[config.mk]
export PLATFORM = sky130hd
export DESIGN_NAME = score_keeper_flat
export DESIGN_NICKNAME = d
export VERILOG_FILES = /design/src/rtl/score_keeper_if.sv /design/src/rtl/score_keeper.sv /design/src/flat_wrapper.sv
export SDC_FILE = /design/constraint.sdc
export NUM_CORES = 1
export LEC_CHECK = 0
export ABC_AREA = 0
export BUFFER_PORTS_ARGS = -buffer_cell sky130_fd_sc_hd__buf_2
export CAP_MARGIN = 20
export CORE_UTILIZATION = 40
export CTS_CLUSTER_SIZE = 24
export DETAILED_ROUTE_END_ITERATION = 16
export SETUP_SLACK_MARGIN = 0.5
export SLEW_MARGIN = 20
export SYNTH_ARGS = -nofsm -noshare
export SYNTH_HDL_FRONTEND = slang
export SYNTH_SLANG_ARGS = --single-unit
[constraint.sdc]
create_clock -name Clock -period 2.09 [get_ports Clock]
set_input_delay 0.418 -clock Clock [delete_from_list [all_inputs] [get_ports Clock]]
set_output_delay 0.418 -clock Clock [all_outputs]
set_load 0.01 [all_outputs]
[src/rtl/score_keeper_if.sv]
`default_nettype none
// ============================================================================
// Module   : score_keeper_if
// Brief    : Verdict/start inputs and game-status outputs of score_keeper.
//            The master drives Result/Start; the slave (score_keeper) drives
//            the registered status outputs.
// Revision : 1.0 - initial release
// ============================================================================
interface score_keeper_if;
  logic [1:0] Result;
  logic       Start;
  logic [7:0] Score;
  logic [2:0] Lives;
  logic       Playing;
  logic       Win;
  logic       Game_over;
  logic       Event;

  modport master (
    output Result, Start,
    input  Score, Lives, Playing, Win, Game_over, Event
  );

  modport slave (
    input  Result, Start,
    output Score, Lives, Playing, Win, Game_over, Event
  );
endinterface
`default_nettype wire

[src/rtl/score_keeper.sv]
`default_nettype none
// ============================================================================
// Module   : score_keeper
// Brief    : Round-based game scorer. Counts edge-detected verdicts while a
//            round is in progress; the round ends in WIN when the score hits
//            TARGET_SCORE or in LOSE when the lives run out. All outputs are
//            registered, so every effect appears one cycle after its cause.
// Revision : 1.0 - initial release
// ============================================================================
module score_keeper #(
  parameter int TARGET_SCORE = 10,  // 1..255
  parameter int START_LIVES  = 3    // 1..7
) (
  input  logic          Clock,
  input  logic          Reset,
  score_keeper_if.slave bus
);

  typedef enum logic [1:0] {
    IDLE = 2'd0,
    PLAY = 2'd1,
    WIN  = 2'd2,
    LOSE = 2'd3
  } state_t;

  localparam logic [7:0] c_target      = 8'(TARGET_SCORE);
  localparam logic [2:0] c_start_lives = 3'(START_LIVES);
  localparam logic [1:0] c_correct     = 2'b01;
  localparam logic [1:0] c_wrong       = 2'b10;

  state_t     r_state;
  state_t     w_state;
  logic [1:0] r_prev;
  logic [7:0] r_score;
  logic [7:0] w_score;
  logic [2:0] r_lives;
  logic [2:0] w_lives;
  logic       w_event;
  logic       r_event;
  logic       r_playing;
  logic       r_win;
  logic       r_lose;
  logic       w_new_verdict;

  // A verdict counts only on the cycle it appears or changes, so a held
  // Result is seen once; 01<->10 flips count as fresh verdicts.
  assign w_new_verdict = ((bus.Result == c_correct) || (bus.Result == c_wrong)) &&
                         (bus.Result != r_prev);

  // Verdict history: tracks Result every cycle regardless of state.
  always_ff @(posedge Clock) begin
    if (Reset) begin
      r_prev <= 2'b00;
    end else begin
      r_prev <= bus.Result;
    end
  end

  // State, counters and registered status flags.
  always_ff @(posedge Clock) begin
    if (Reset) begin
      r_state   <= IDLE;
      r_score   <= 8'd0;
      r_lives   <= 3'd0;
      r_event   <= 1'b0;
      r_playing <= 1'b0;
      r_win     <= 1'b0;
      r_lose    <= 1'b0;
    end else begin
      r_state   <= w_state;
      r_score   <= w_score;
      r_lives   <= w_lives;
      r_event   <= w_event;
      r_playing <= (w_state == PLAY);
      r_win     <= (w_state == WIN);
      r_lose    <= (w_state == LOSE);
    end
  end

  // Next-state and counter update; outside PLAY only Start has any effect,
  // and a Start reload there swallows any coincident verdict.
  always_comb begin
    w_state = r_state;
    w_score = r_score;
    w_lives = r_lives;
    w_event = 1'b0;
    case (r_state)
      IDLE, WIN, LOSE: begin
        if (bus.Start) begin
          w_state = PLAY;
          w_score = 8'd0;
          w_lives = c_start_lives;
        end
      end
      PLAY: begin
        if (w_new_verdict && (bus.Result == c_correct)) begin
          w_score = r_score + 8'd1;
          w_event = 1'b1;
          if ((r_score + 8'd1) == c_target) begin
            w_state = WIN;
          end
        end else if (w_new_verdict && (bus.Result == c_wrong)) begin
          // Lives is at least 1 in PLAY, so this cannot wrap.
          w_lives = r_lives - 3'd1;
          w_event = 1'b1;
          if (r_lives == 3'd1) begin
            w_state = LOSE;
          end
        end
      end
      default: begin
        w_state = IDLE;
      end
    endcase
  end

  assign bus.Score     = r_score;
  assign bus.Lives     = r_lives;
  assign bus.Playing   = r_playing;
  assign bus.Win       = r_win;
  assign bus.Game_over = r_lose;
  assign bus.Event     = r_event;

endmodule
`default_nettype wire

[src/flat_wrapper.sv]
// flat-port wrapper written by rule: the top's interface ports become plain ports
module score_keeper_flat 
#(
  parameter int TARGET_SCORE = 10,           
  parameter int START_LIVES  = 3           
)
  (Clock, Reset, bus_Result, bus_Start, bus_Score, bus_Lives, bus_Playing, bus_Win, bus_Game_over, bus_Event);
  score_keeper_if bus_i ();
  input  logic Clock;
  input  logic Reset;
  input wire logic [$bits(bus_i.Result)-1:0] bus_Result;
  input wire logic [$bits(bus_i.Start)-1:0] bus_Start;
  output wire logic [$bits(bus_i.Score)-1:0] bus_Score;
  output wire logic [$bits(bus_i.Lives)-1:0] bus_Lives;
  output wire logic [$bits(bus_i.Playing)-1:0] bus_Playing;
  output wire logic [$bits(bus_i.Win)-1:0] bus_Win;
  output wire logic [$bits(bus_i.Game_over)-1:0] bus_Game_over;
  output wire logic [$bits(bus_i.Event)-1:0] bus_Event;
  assign bus_i.Result = bus_Result;
  assign bus_i.Start = bus_Start;
  assign bus_Score = bus_i.Score;
  assign bus_Lives = bus_i.Lives;
  assign bus_Playing = bus_i.Playing;
  assign bus_Win = bus_i.Win;
  assign bus_Game_over = bus_i.Game_over;
  assign bus_Event = bus_i.Event;
  score_keeper #(.TARGET_SCORE(TARGET_SCORE), .START_LIVES(START_LIVES)) u_core (.Clock(Clock), .Reset(Reset), .bus(bus_i));
endmodule
# ---- After elaboration in Yosys (flattened, before gate mapping)
# Cells that the tools add are included.
dict set report classes {
  add_sub_neg 2
  n_eq_ne 15
  muxes 15
  bitwise 1
  reduce_logical 9
}
# op count
set ops {}
lappend ops {{8-bit 2-to-1 mux} 2}
lappend ops {{8-bit one-hot mux with 2 select lines} 1}
lappend ops {{2-bit == test (second input constant)} 5}
lappend ops {{2-bit 2-to-1 mux} 5}
lappend ops {{3-bit 2-to-1 mux} 3}
lappend ops {{8-bit by 1-bit adder with 8-bit output (second input constant)} 1}
lappend ops {{8-bit by 4-bit == test with 1-bit output (second input constant)} 1}
lappend ops {{2-bit by 1-bit == test with 1-bit output (second input constant)} 3}
lappend ops {{3-bit one-hot mux with 2 select lines} 1}
lappend ops {{2-bit by 1-bit != test with 1-bit output (second input constant)} 2}
lappend ops {{2-bit != test (second input constant)} 2}
lappend ops {{2-bit one-hot mux with 2 select lines} 1}
lappend ops {{3-bit by 1-bit == test with 1-bit output (second input constant)} 1}
lappend ops {{1-bit logical AND} 3}
lappend ops {{3-bit AND reduction} 1}
lappend ops {{3-bit OR reduction} 1}
lappend ops {{3-bit by 1-bit subtractor with 3-bit output (second input constant)} 1}
lappend ops {{2-bit zero test} 1}
lappend ops {{1-bit 2-to-1 mux} 2}
lappend ops {{2-bit != test} 1}
lappend ops {{2-bit AND reduction} 1}
lappend ops {{2-bit OR reduction} 1}
lappend ops {{1-bit logical OR} 1}
lappend ops {{1-bit inverter} 1}
dict set report word_totals {
  regBits 19
  out_inout_bits 15
}

# ---- Depth between registers and ports, before layout
# Gate-level depths: netlist of run 1.
dict set report logic_depth {
  depth_word 8
  ltp_mapped 6
}

# ---- Worst setup path before layout of run 1
# Ideal clock, no wire load.
dict set report synth_timing {
  kind {input -> register}
  start {in bus_Result[0]}
  end {reg u_core.r_win (netlist: u_core.bus.Win)}
  setup_ns 0.061
  arrival_time_ns 1.887
  required_ns 2.029
  path_slack_ns 0.142
  path_stages 6
  n_path_buf 0
  cell_sequence {inv_1 > ha_1 > nor3b_2 > o211ai_4 > a2111oi_4 > a32o_1}
}
dict set report synth_between {
  elab_chain_len 8
  elab_cells_between_ends 11
  classes_between {4 x eq/ne; 3 x mux; 4 x reduce/logical}
}
# element line_no
set synth_lines {}
lappend synth_lines {{start: declaration} flat_wrapper.sv:11} ;# input wire logic [$bits(bus_i.Result)-1:0] bus_Result;
lappend synth_lines {{2-bit by 1-bit == test with 1-bit output / 2-bit == test (equally long branches)} {score_keeper.sv:47, score_keeper.sv:96, score_keeper.sv:102}}
lappend synth_lines {{1-bit logical OR} score_keeper.sv:47} ;# assign w_new_verdict = ((bus.Result == c_correct) || (bus.Result == c_wrong)) &&
lappend synth_lines {{1-bit logical AND} score_keeper.sv:47}
lappend synth_lines {{1-bit logical AND} score_keeper.sv:102} ;# end else if (w_new_verdict && (bus.Result == c_wrong)) begin
lappend synth_lines {{2-bit 2-to-1 mux} score_keeper.sv:102}
lappend synth_lines {{2-bit 2-to-1 mux *} score_keeper.sv:96} ;# if (w_new_verdict && (bus.Result == c_correct)) begin
lappend synth_lines {{2-bit one-hot mux with 2 select lines *} score_keeper.sv:87} ;# case (r_state)
lappend synth_lines {{2-bit == test *} score_keeper.sv:75} ;# r_win <= (w_state == WIN);
lappend synth_lines {{end signal: assignment} score_keeper.sv:75}
lappend synth_lines {{end: declaration} score_keeper.sv:41} ;# logic r_win;
# Every way passes the cells marked *; elsewhere a longest branch is shown, timed or not.
# A chain may end at the register's enable or synchronous reset.

# ---- Worst setup path in the final report of run 1
dict set report layout_timing {
  start {reg u_core.r_score[0] (netlist: u_core.bus.Score[0])}
  end {reg u_core.r_win (netlist: u_core.bus.Win)}
}
dict set report layout_between {
  elab_chain_len 6
}
# element line_no
set layout_lines {}
lappend layout_lines {{start: declaration} score_keeper.sv:34} ;# logic [7:0] r_score;
lappend layout_lines {{start signal: assignment} score_keeper.sv:71} ;# r_score <= w_score;
lappend layout_lines {{8-bit by 1-bit adder with 8-bit output} score_keeper.sv:99} ;# if ((r_score + 8'd1) == c_target) begin
lappend layout_lines {{8-bit by 4-bit == test with 1-bit output} score_keeper.sv:99}
lappend layout_lines {{2-bit 2-to-1 mux} score_keeper.sv:99}
lappend layout_lines {{2-bit 2-to-1 mux} score_keeper.sv:96}
lappend layout_lines {{2-bit one-hot mux with 2 select lines} score_keeper.sv:87}
lappend layout_lines {{2-bit == test} score_keeper.sv:75}
# Every way passes these cells.

==> impl_summary.txt, run 1 <==
----------------------------------------------------
[Run status]
  Status ... finished clean

[GRT]
  Vias in the first global route ... about 900
  Gr ovfl total ... 0
  Largest net degree at the start of global routing ... 16
  Wire length of the first global-routing pass ... slightly below 4 mm
  Initial antenna violation count ... 0
  Tot GR Track Use ... between 15 and 20%

[Detailed routing]
  Initial DRC count ... 28
  Total vias in the final route ... a little under 1000
  Wire length per cell ... 13.8 um
  First drt pass iteration count ... 4
  Post-route DRC violation count ... 0
  Via-per-instance ratio ... 5.56
  Number of nets with antenna violations after routing ... 0
  Drt total wl ... between 2 and 2.5 mm

[Setup path]
  Setup slack on the worst flop-to-flop path ... ~0.34 ns
  Critical path class ... flip-flop to flip-flop
  Number of cells on the worst reg-to-reg path ... 4
  Critical Path Source Type ... flip-flop
  Data arrival time at the worst-slack endpoint ... approximately 2.0 ns
  FF-to-FF End ... u_core.bus.Win
  Origin of the worst setup path ... u_core.bus.Score[0]
  Crit path required time ... about 2.3 ns
  Reg-to-reg critical path startpoint ... u_core.bus.Score[0]
  Critical Path Sink Type ... flip-flop
  Worst-path maximum fanout ... 6

[Cells and area]
  Diodes inserted ... 0
  Post-layout nets ... ~160
  Share of the core filled with cells ... around 53%
  Post-Layout Cell Count ... approximately 180
  Post-synthesis to final-layout area growth ... 25.1%
  Fraction of final layout cells sized beyond drive strength 1 ... 32.4%
  Filler instances ... between 200 and 300

[Floorplan]
  Die Span X ... roughly 53 um
  Row count ... 18
  I/O pin total ... 20
  Die outline height ... ~53 um
  Die outline area ... about 2800 sq um
  Initial cell density of the core ... a little over two fifths
  Core Region ... approximately 2500 sq um

[Place]
  Estimated wirelength of the detail-placed design ... between 1.5 and 2 mm
  Place WS ... 0.162 ns
  Placer congestion estimate ... roughly 0.76
  Port-buffer cells ... 19
  DP Cell Count ... around 170

[Synth]
  Post-synthesis net count ... 130
  Share of flip-flops with an asynchronous set or reset after synthesis ... 0%
  EDFF count, synth ... 0
  Number of storage elements in the synthesis netlist ... 19
  Yosys Warn Count ... 0
  Yosys cell types ... 34
  Post-synth top cells ... 19 x sky130_fd_sc_hd__dfxtp_1, 11 x sky130_fd_sc_hd__a21oi_1, 9 x sky130_fd_sc_hd__nand3_1
  Mean post-synth cell area ... a little under 9 sq um
  Predominant post-synthesis flop cell ... sky130_fd_sc_hd__dfxtp_1
  Instance count of the mapped netlist ... 119
  Mapped cell area ... about 1000 sq um
  Proportion of synthesized chip area in sequential cells ... between 30% and 40%
  Area share of the largest cell type after synthesis ... about 36%
  Area contributors post-synth ... sky130_fd_sc_hd__dfxtp_1 36%, sky130_fd_sc_hd__ha_1 7.2%, sky130_fd_sc_hd__a21oi_1 5.2%
  Most repeated cell in the gate-level netlist after synthesis ... sky130_fd_sc_hd__dfxtp_1
  Top cell type by total area after synthesis ... sky130_fd_sc_hd__dfxtp_1

[Hold path]
  Capture endpoint of the worst hold path ... u_core.r_prev[0]
  Path category of the worst min-delay check ... input port to flip-flop
  Number of cells traversed by the worst hold path ... 3
  Source of the worst hold timing path ... bus_Result[0]

[Clock tree]
  Number of CTS-inserted buffers ... 3
  Clock tree root driver cell ... sky130_fd_sc_hd__clkbuf_4
  Clock tree buffer depth ... 2
  Clock latency on the worst-skew pair ... 0.29 ns
  Maximum level of the CTS H-tree ... 1
  # clock sinks ... 19
  Worst-path clk slew ... between 0.1 and 0.15 ns
  Number of hold buffers added after CTS ... 0
  CTS tree ... done

[STA]
  Period Utilization, post-route ... 83.5%
  Final worst clock skew ... just over 0.006 ns
  Max-slew violation total from the final report ... 0
  Sum of negative setup slack ... 0 ns
  Tightest Pin Transition ... 0.393 ns
  PnR worst setup slack ... 0.344 ns
  Final setup viols ... 0
  Setup repair after global routing missed its margin ... true
  Relative slew margins ... around 74%
  Maximum clock rate ... 0.573 GHz
  Final period demand of the worst path ... 1.75 ns
  Number of hold violations in the final report ... 0

[Pwr]
  Highest ir drop seen on vdd ... between 300 and 400 uV
  Leakage power ... approximately 0.00053 uW
  Power per standard cell area ... approximately 500 nW/um^2

[Run]
  Max-cap viol count ... 0

----------------------------------------------------
[layout make-up]
| type | count | area [sq um] | area share (%) |
|---|---|---|---|
| clock inverter | 1 | 5.00 | 0.381 |
| inverter | 8 | 35.0 | 2.67 |
| clock buffer | 3 | 22.5 | 1.71 |
| tap | 30 | 37.5 | 2.86 |
| sequential | 19 | 393 | 29.9 |
| timing repair buffer | 28 | 165 | 12.6 |
| multi-input combinational | 86 | 656 | 49.9 |
[flip-flops by register name, indices dropped and copies added (netlist names)]
name                  count
u_core.bus.Win            1
u_core.bus.Score          8
u_core.bus.Event          1
u_core.bus.Game_over      1
u_core.bus.Playing        1
u_core.bus.Lives          3
u_core.r_prev             2
u_core.r_state            2
[worst max path at each step]
| stage | end | slack, ns |
|---|---|---|
| 2_1_floorplan | u_core.bus.Win | 0.42 |
| 3_3_place_gp | u_core.bus.Score[2] | 0.22 |
| 3_5_place_dp | u_core.bus.Score[2] | 0.16 |
| 4_1_cts | u_core.bus.Win | 0.34 |
| 5_1_grt | u_core.bus.Win | 0.29 |
| 6_report | u_core.bus.Win | 0.34 |
[cell families (layout without fill, tap and decap cells)]
family                     Yosys count  after routing  share of synthesized area (%)
and+or+nand+nor                     40             40                           22.6
AOI/OAI and AO/OA                   35             35                           24.8
DFF                                 19             19                           36.2
buffers and inverters               14             40                           5.01
adders and majority gates            6              6                           7.15
xor gates and xnor gates             5              5                           4.17
[metrics by stage]
stage | cell area (sq um) | power [uW] | hold WS, ns
final | 1310 | 652 | 0.384
after global routing | 1310 | 685 | 0.369
after CTS | 1280 | 658 | 0.387
after detailed placement | 1230 | 471 | 0.498
after global placement | 1230 | 469 | 0.491
after floorplan | 1100 | 437 | 0.480
[worst max-delay path, stage by stage, from the launching register on]
cell and delay [ns]:
sky130_fd_sc_hd__dfxtp_4 0.41, sky130_fd_sc_hd__nand3_4 0.09, sky130_fd_sc_hd__or4b_4 0.55, sky130_fd_sc_hd__a2111oi_4 0.41
sky130_fd_sc_hd__a32o_1 0.23
[power by group]
part           switching, uW  internal, uW  total (uW)
clock                    113          71.2         184
sequential              6.02           368         374
combinational           55.3          38.8        94.1
[cell usage in the layout (no fill, tap or decap), types with 2 or more instances in the layout]
cell type,n
sky130_fd_sc_hd__nand3_1,9
sky130_fd_sc_hd__nor2_1,5
sky130_fd_sc_hd__o211ai_1,2
sky130_fd_sc_hd__ha_1,4
sky130_fd_sc_hd__nor3_1,6
sky130_fd_sc_hd__a311oi_1,2
sky130_fd_sc_hd__dfxtp_1,15
sky130_fd_sc_hd__nand2_1,6
sky130_fd_sc_hd__xnor2_1,3
sky130_fd_sc_hd__clkbuf_4,3
sky130_fd_sc_hd__o21ai_1,2
sky130_fd_sc_hd__nand2b_1,4
sky130_fd_sc_hd__ha_4,2
sky130_fd_sc_hd__dfxtp_4,3
sky130_fd_sc_hd__xor2_1,2
sky130_fd_sc_hd__inv_1,6
sky130_fd_sc_hd__a21oi_1,11
sky130_fd_sc_hd__o21ai_0,6
sky130_fd_sc_hd__o21a_1,3
sky130_fd_sc_hd__buf_4,10
sky130_fd_sc_hd__buf_2,18
[timing repair]
item / CTS / global route
gates cloned: 0 / 0
pin swaps: 6 / 5
gates resized for setup: 4 / 5
endpoints found under the setup margin: 5 / 5
buffers inserted: 2 / 3
[routing by layer]
metal  vias up  track usage [%]  wire, um
met5         -                0         0
met4         0             6.14        20
met3         2             5.17       137
met2        32             30.4      1120
met1       456             25.2      1130
li1        483                -         -
Note: power is estimated with default switching activity, not from simulation.
==> run 2, diff against run 1 <==
==> constraint.sdc (replaced) <==
create_clock -name Clock -period 1.7 [get_ports Clock]
set_input_delay 0.34 -clock Clock [delete_from_list [all_inputs] [get_ports Clock]]
set_output_delay 0.34 -clock Clock [all_outputs]
set_load 0.01 [all_outputs]
==> impl_summary.txt, run 2 (synthesis gave the netlist of run 1 again) <==
----------------------------------------------------
[STA]
  Final setup viols ... 0 (unchanged)
  Relative slew margins ... 74.2% (was 73.6%)
  Sum of negative setup slack ... 0 ns (unchanged)
  Tightest Pin Transition ... 0.383 ns (was 0.393 ns)
  Maximum clock rate ... 0.599 GHz (was 0.573 GHz)
  Final worst clock skew ... 0.00908 ns (was 0.00608 ns)
  Period Utilization, post-route ... 98.1% (was 83.5%)
  Final period demand of the worst path ... 1.67 ns (was 1.75 ns)
  Max-slew violation total from the final report ... 0 (unchanged)
  Final Hold Slack ... 0.312 ns (was 0.384 ns)
  PnR worst setup slack ... 0.0315 ns (was 0.344 ns)
  Setup repair after global routing missed its margin ... true (unchanged)
  Number of hold violations in the final report ... 0 (unchanged)

[Floorplan]
  Die outline height ... 53.2 um (unchanged)
  I/O pin total ... 20 (unchanged)
  Initial cell density of the core ... 42.4% (unchanged)
  Die Span X ... 53.2 um (unchanged)
  Row count ... 18 (unchanged)
  Die outline area ... 2830 sq um (unchanged)
  Core Region ... 2480 sq um (unchanged)

[Clock tree]
  Maximum level of the CTS H-tree ... 1 (unchanged)
  Clock latency on the worst-skew pair ... 0.31 ns (was 0.29 ns)
  CTS tree ... done (unchanged)
  # clock sinks ... 19 (unchanged)
  Number of hold buffers added after CTS ... 0 (unchanged)
  Worst-path clk slew ... 0.12 ns (was 0.11 ns)
  Clock tree buffer depth ... 2 (unchanged)
  Number of CTS-inserted buffers ... 3 (unchanged)
  Clock tree root driver cell ... sky130_fd_sc_hd__clkbuf_4 (unchanged)

[Pwr]
  Logic pwr share ... 19.9% (was 14.4%)
  Clock power frac ... 27.8% (was 28.2%)
  Power per standard cell area ... 509 nW/um^2 (was 496 nW/um^2)
  Internal power of the cells ... 612 uW (was 478 uW)
  Psw ... 255 uW (was 174 uW)
  Proportion of power drawn by flip-flops and latches ... 52.3% (was 57.3%)
  Sum of internal, switching and leakage power ... 867 uW (was 652 uW)
  Switching part of the total power ... 29.4% (was 26.7%)
  Leakage power ... 0.000631 uW (was 0.000532 uW)
  Highest ir drop seen on vdd ... 538 uV (was 379 uV)

[Cells and area]
  Commonest non-fill, non-tap cell in the layout ... sky130_fd_sc_hd__buf_6 (was sky130_fd_sc_hd__buf_2)
  Diodes inserted ... 0 (unchanged)
  Post-synthesis to final-layout area growth ... 62.1% (was 25.1%)
  Max reg flops ... 8 (unchanged)
  Share of the core filled with cells ... 68.7% (was 53.0%)
  Fraction of final layout cells sized beyond drive strength 1 ... 61.1% (was 32.4%)
  Post-layout nets ... 169 (was 157)
  Most used cells in the layout excluding fill and tap cells ... 15 x sky130_fd_sc_hd__buf_6, 11 x sky130_fd_sc_hd__buf_2, 11 x sky130_fd_sc_hd__buf_4 (was 18 x sky130_fd_sc_hd__buf_2, 15 x sky130_fd_sc_hd__dfxtp_1, 11 x sky130_fd_sc_hd__a21oi_1)

[Detailed routing]
  Post-route DRC violation count ... 0 (unchanged)
  First drt pass iteration count ... 4 (unchanged)
  Initial DRC count ... 12 (was 28)
  Wire length per cell ... 15.4 um (was 13.8 um)
  Drt total wl ... 2.89 mm (was 2.41 mm)
  Total vias in the final route ... 1040 (was 973)
  Number of nets with antenna violations after routing ... 0 (unchanged)
  Via-per-instance ratio ... 5.56 (about the same)

[GRT]
  Tot GR Track Use ... 22.3% (was 19.3%)
  Gr ovfl total ... 0 (unchanged)
  Vias in the first global route ... 940 (was 894)
  Largest net degree at the start of global routing ... 16 (unchanged)
  Initial antenna violation count ... 0 (unchanged)
  Wire length of the first global-routing pass ... 4.41 mm (was 3.95 mm)

[Place]
  Estimated wirelength of the detail-placed design ... 1.83 mm (was 1.67 mm)
  Place WS ... -0.0366 ns (was 0.162 ns)
  Port-buffer cells ... 19 (unchanged)
  Placer congestion estimate ... 0.745 (was 0.761)

[Setup path]
  Critical Path Source Type ... flip-flop (unchanged)
  Crit path max-delay family ... simple AND/OR/NAND/NOR gates (unchanged)
  Critical path class ... flip-flop to flip-flop (unchanged)
  Critical path buffers and inverters ... 0 (unchanged)
  Critical Path Sink Type ... flip-flop (unchanged)
  Crit-path max cell delay ... 0.53 ns (was 0.55 ns)
  Critical-path top delay cell ... sky130_fd_sc_hd__or4b_4 (unchanged)
  Crit path required time ... 1.95 ns (was 2.33 ns)
  Worst path cell trace ... nand3_4, or4b_4, a2111oi_4, a32o_1 (unchanged)
  Data arrival time at the worst-slack endpoint ... 1.92 ns (was 1.99 ns)
  Number of cells on the worst reg-to-reg path ... 4 (unchanged)
  Levels on crit path ... 4 (unchanged)
  Worst-path maximum fanout ... 6 (unchanged)

[Run]
  Max-cap viol count ... 0 (unchanged)

[Hold path]
  Number of cells traversed by the worst hold path ... 3 (unchanged)
  Path category of the worst min-delay check ... input port to flip-flop (unchanged)

[Run status]
  Status ... finished clean (unchanged)

----------------------------------------------------
## run 2: changes by cell type in the layout (fill, tap and decap cells not counted), moves of 3 or more
cell,previous run,this run
sky130_fd_sc_hd__dfxtp_4,3,8
sky130_fd_sc_hd__a21oi_1,11,5
sky130_fd_sc_hd__nand3_4,1,4
sky130_fd_sc_hd__dfxtp_1,15,5
sky130_fd_sc_hd__buf_6,0,15
sky130_fd_sc_hd__nand3_1,9,2
sky130_fd_sc_hd__a21oi_2,0,6
sky130_fd_sc_hd__buf_2,18,11
sky130_fd_sc_hd__o21ai_2,0,3
sky130_fd_sc_hd__dfxtp_2,1,6
sky130_fd_sc_hd__o21ai_0,6,2
sky130_fd_sc_hd__nand3_2,0,4
## run 2: power by group through the flow
| stage | Combinational (uW) | Clock, uW | Sequential, uW |
|---|---|---|---|
| final | 173 | 241 | 453 |
| after global routing | 183 | 271 | 455 |
| after CTS | 156 | 247 | 457 |
| after detailed placement | 126 | 0 | 469 |
| after global placement | 122 | 0 | 469 |
| after floorplan | 69.2 | 0 | 473 |
## run 2: path summary, 6_finish.rpt
kind / from / endpoint / slack, ns
min: bus_Result[1] / u_core.r_prev[1] / 0.31
max reg2reg: u_core.bus.Score[0] / u_core.bus.Win / 0.03
max: u_core.bus.Score[0] / u_core.bus.Win / 0.03
min reg2reg: u_core.bus.Score[6] / u_core.bus.Score[6] / 0.53
## run 2: layer usage
layer	GRT usage [%]	up-vias	part of all wire, %
li1	-	514	-
met1	28.9	505	46
met2	34.8	15	49
met3	2.87	6	2.1
met4	12.7	0	2.4
met5	0	-	0
## run 2: cell type report
cell class                 instances  area, sq um
fill                             189          776
sequential                        19          418
inverter                           8         37.5
multi-input combinational         86          825
tap                               30         37.5
clock buffer                       3         22.5
clock inverter                     1         5.00
timing repair buffer              40          357
## run 2: worst min-delay path: stages
cell                     delay [ns]
sky130_fd_sc_hd__buf_2         0.13
sky130_fd_sc_hd__inv_1         0.08
sky130_fd_sc_hd__nor2_1        0.05
## run 2: what timing repair did
action | 4_1_cts | 5_1_grt
gates cloned | 0 | 0
pin swaps | 25 | 9
resized for setup | 41 | 32
setup buffers | 5 | 4
endpoints found under the setup margin | 22 | 25
## run 2: stage by stage
stage	instances	cell area (sq um)
global route	187	1700
detailed placement	174	1310
floorplan	119	1110
global placement	174	1310
CTS	183	1520
finish	187	1700
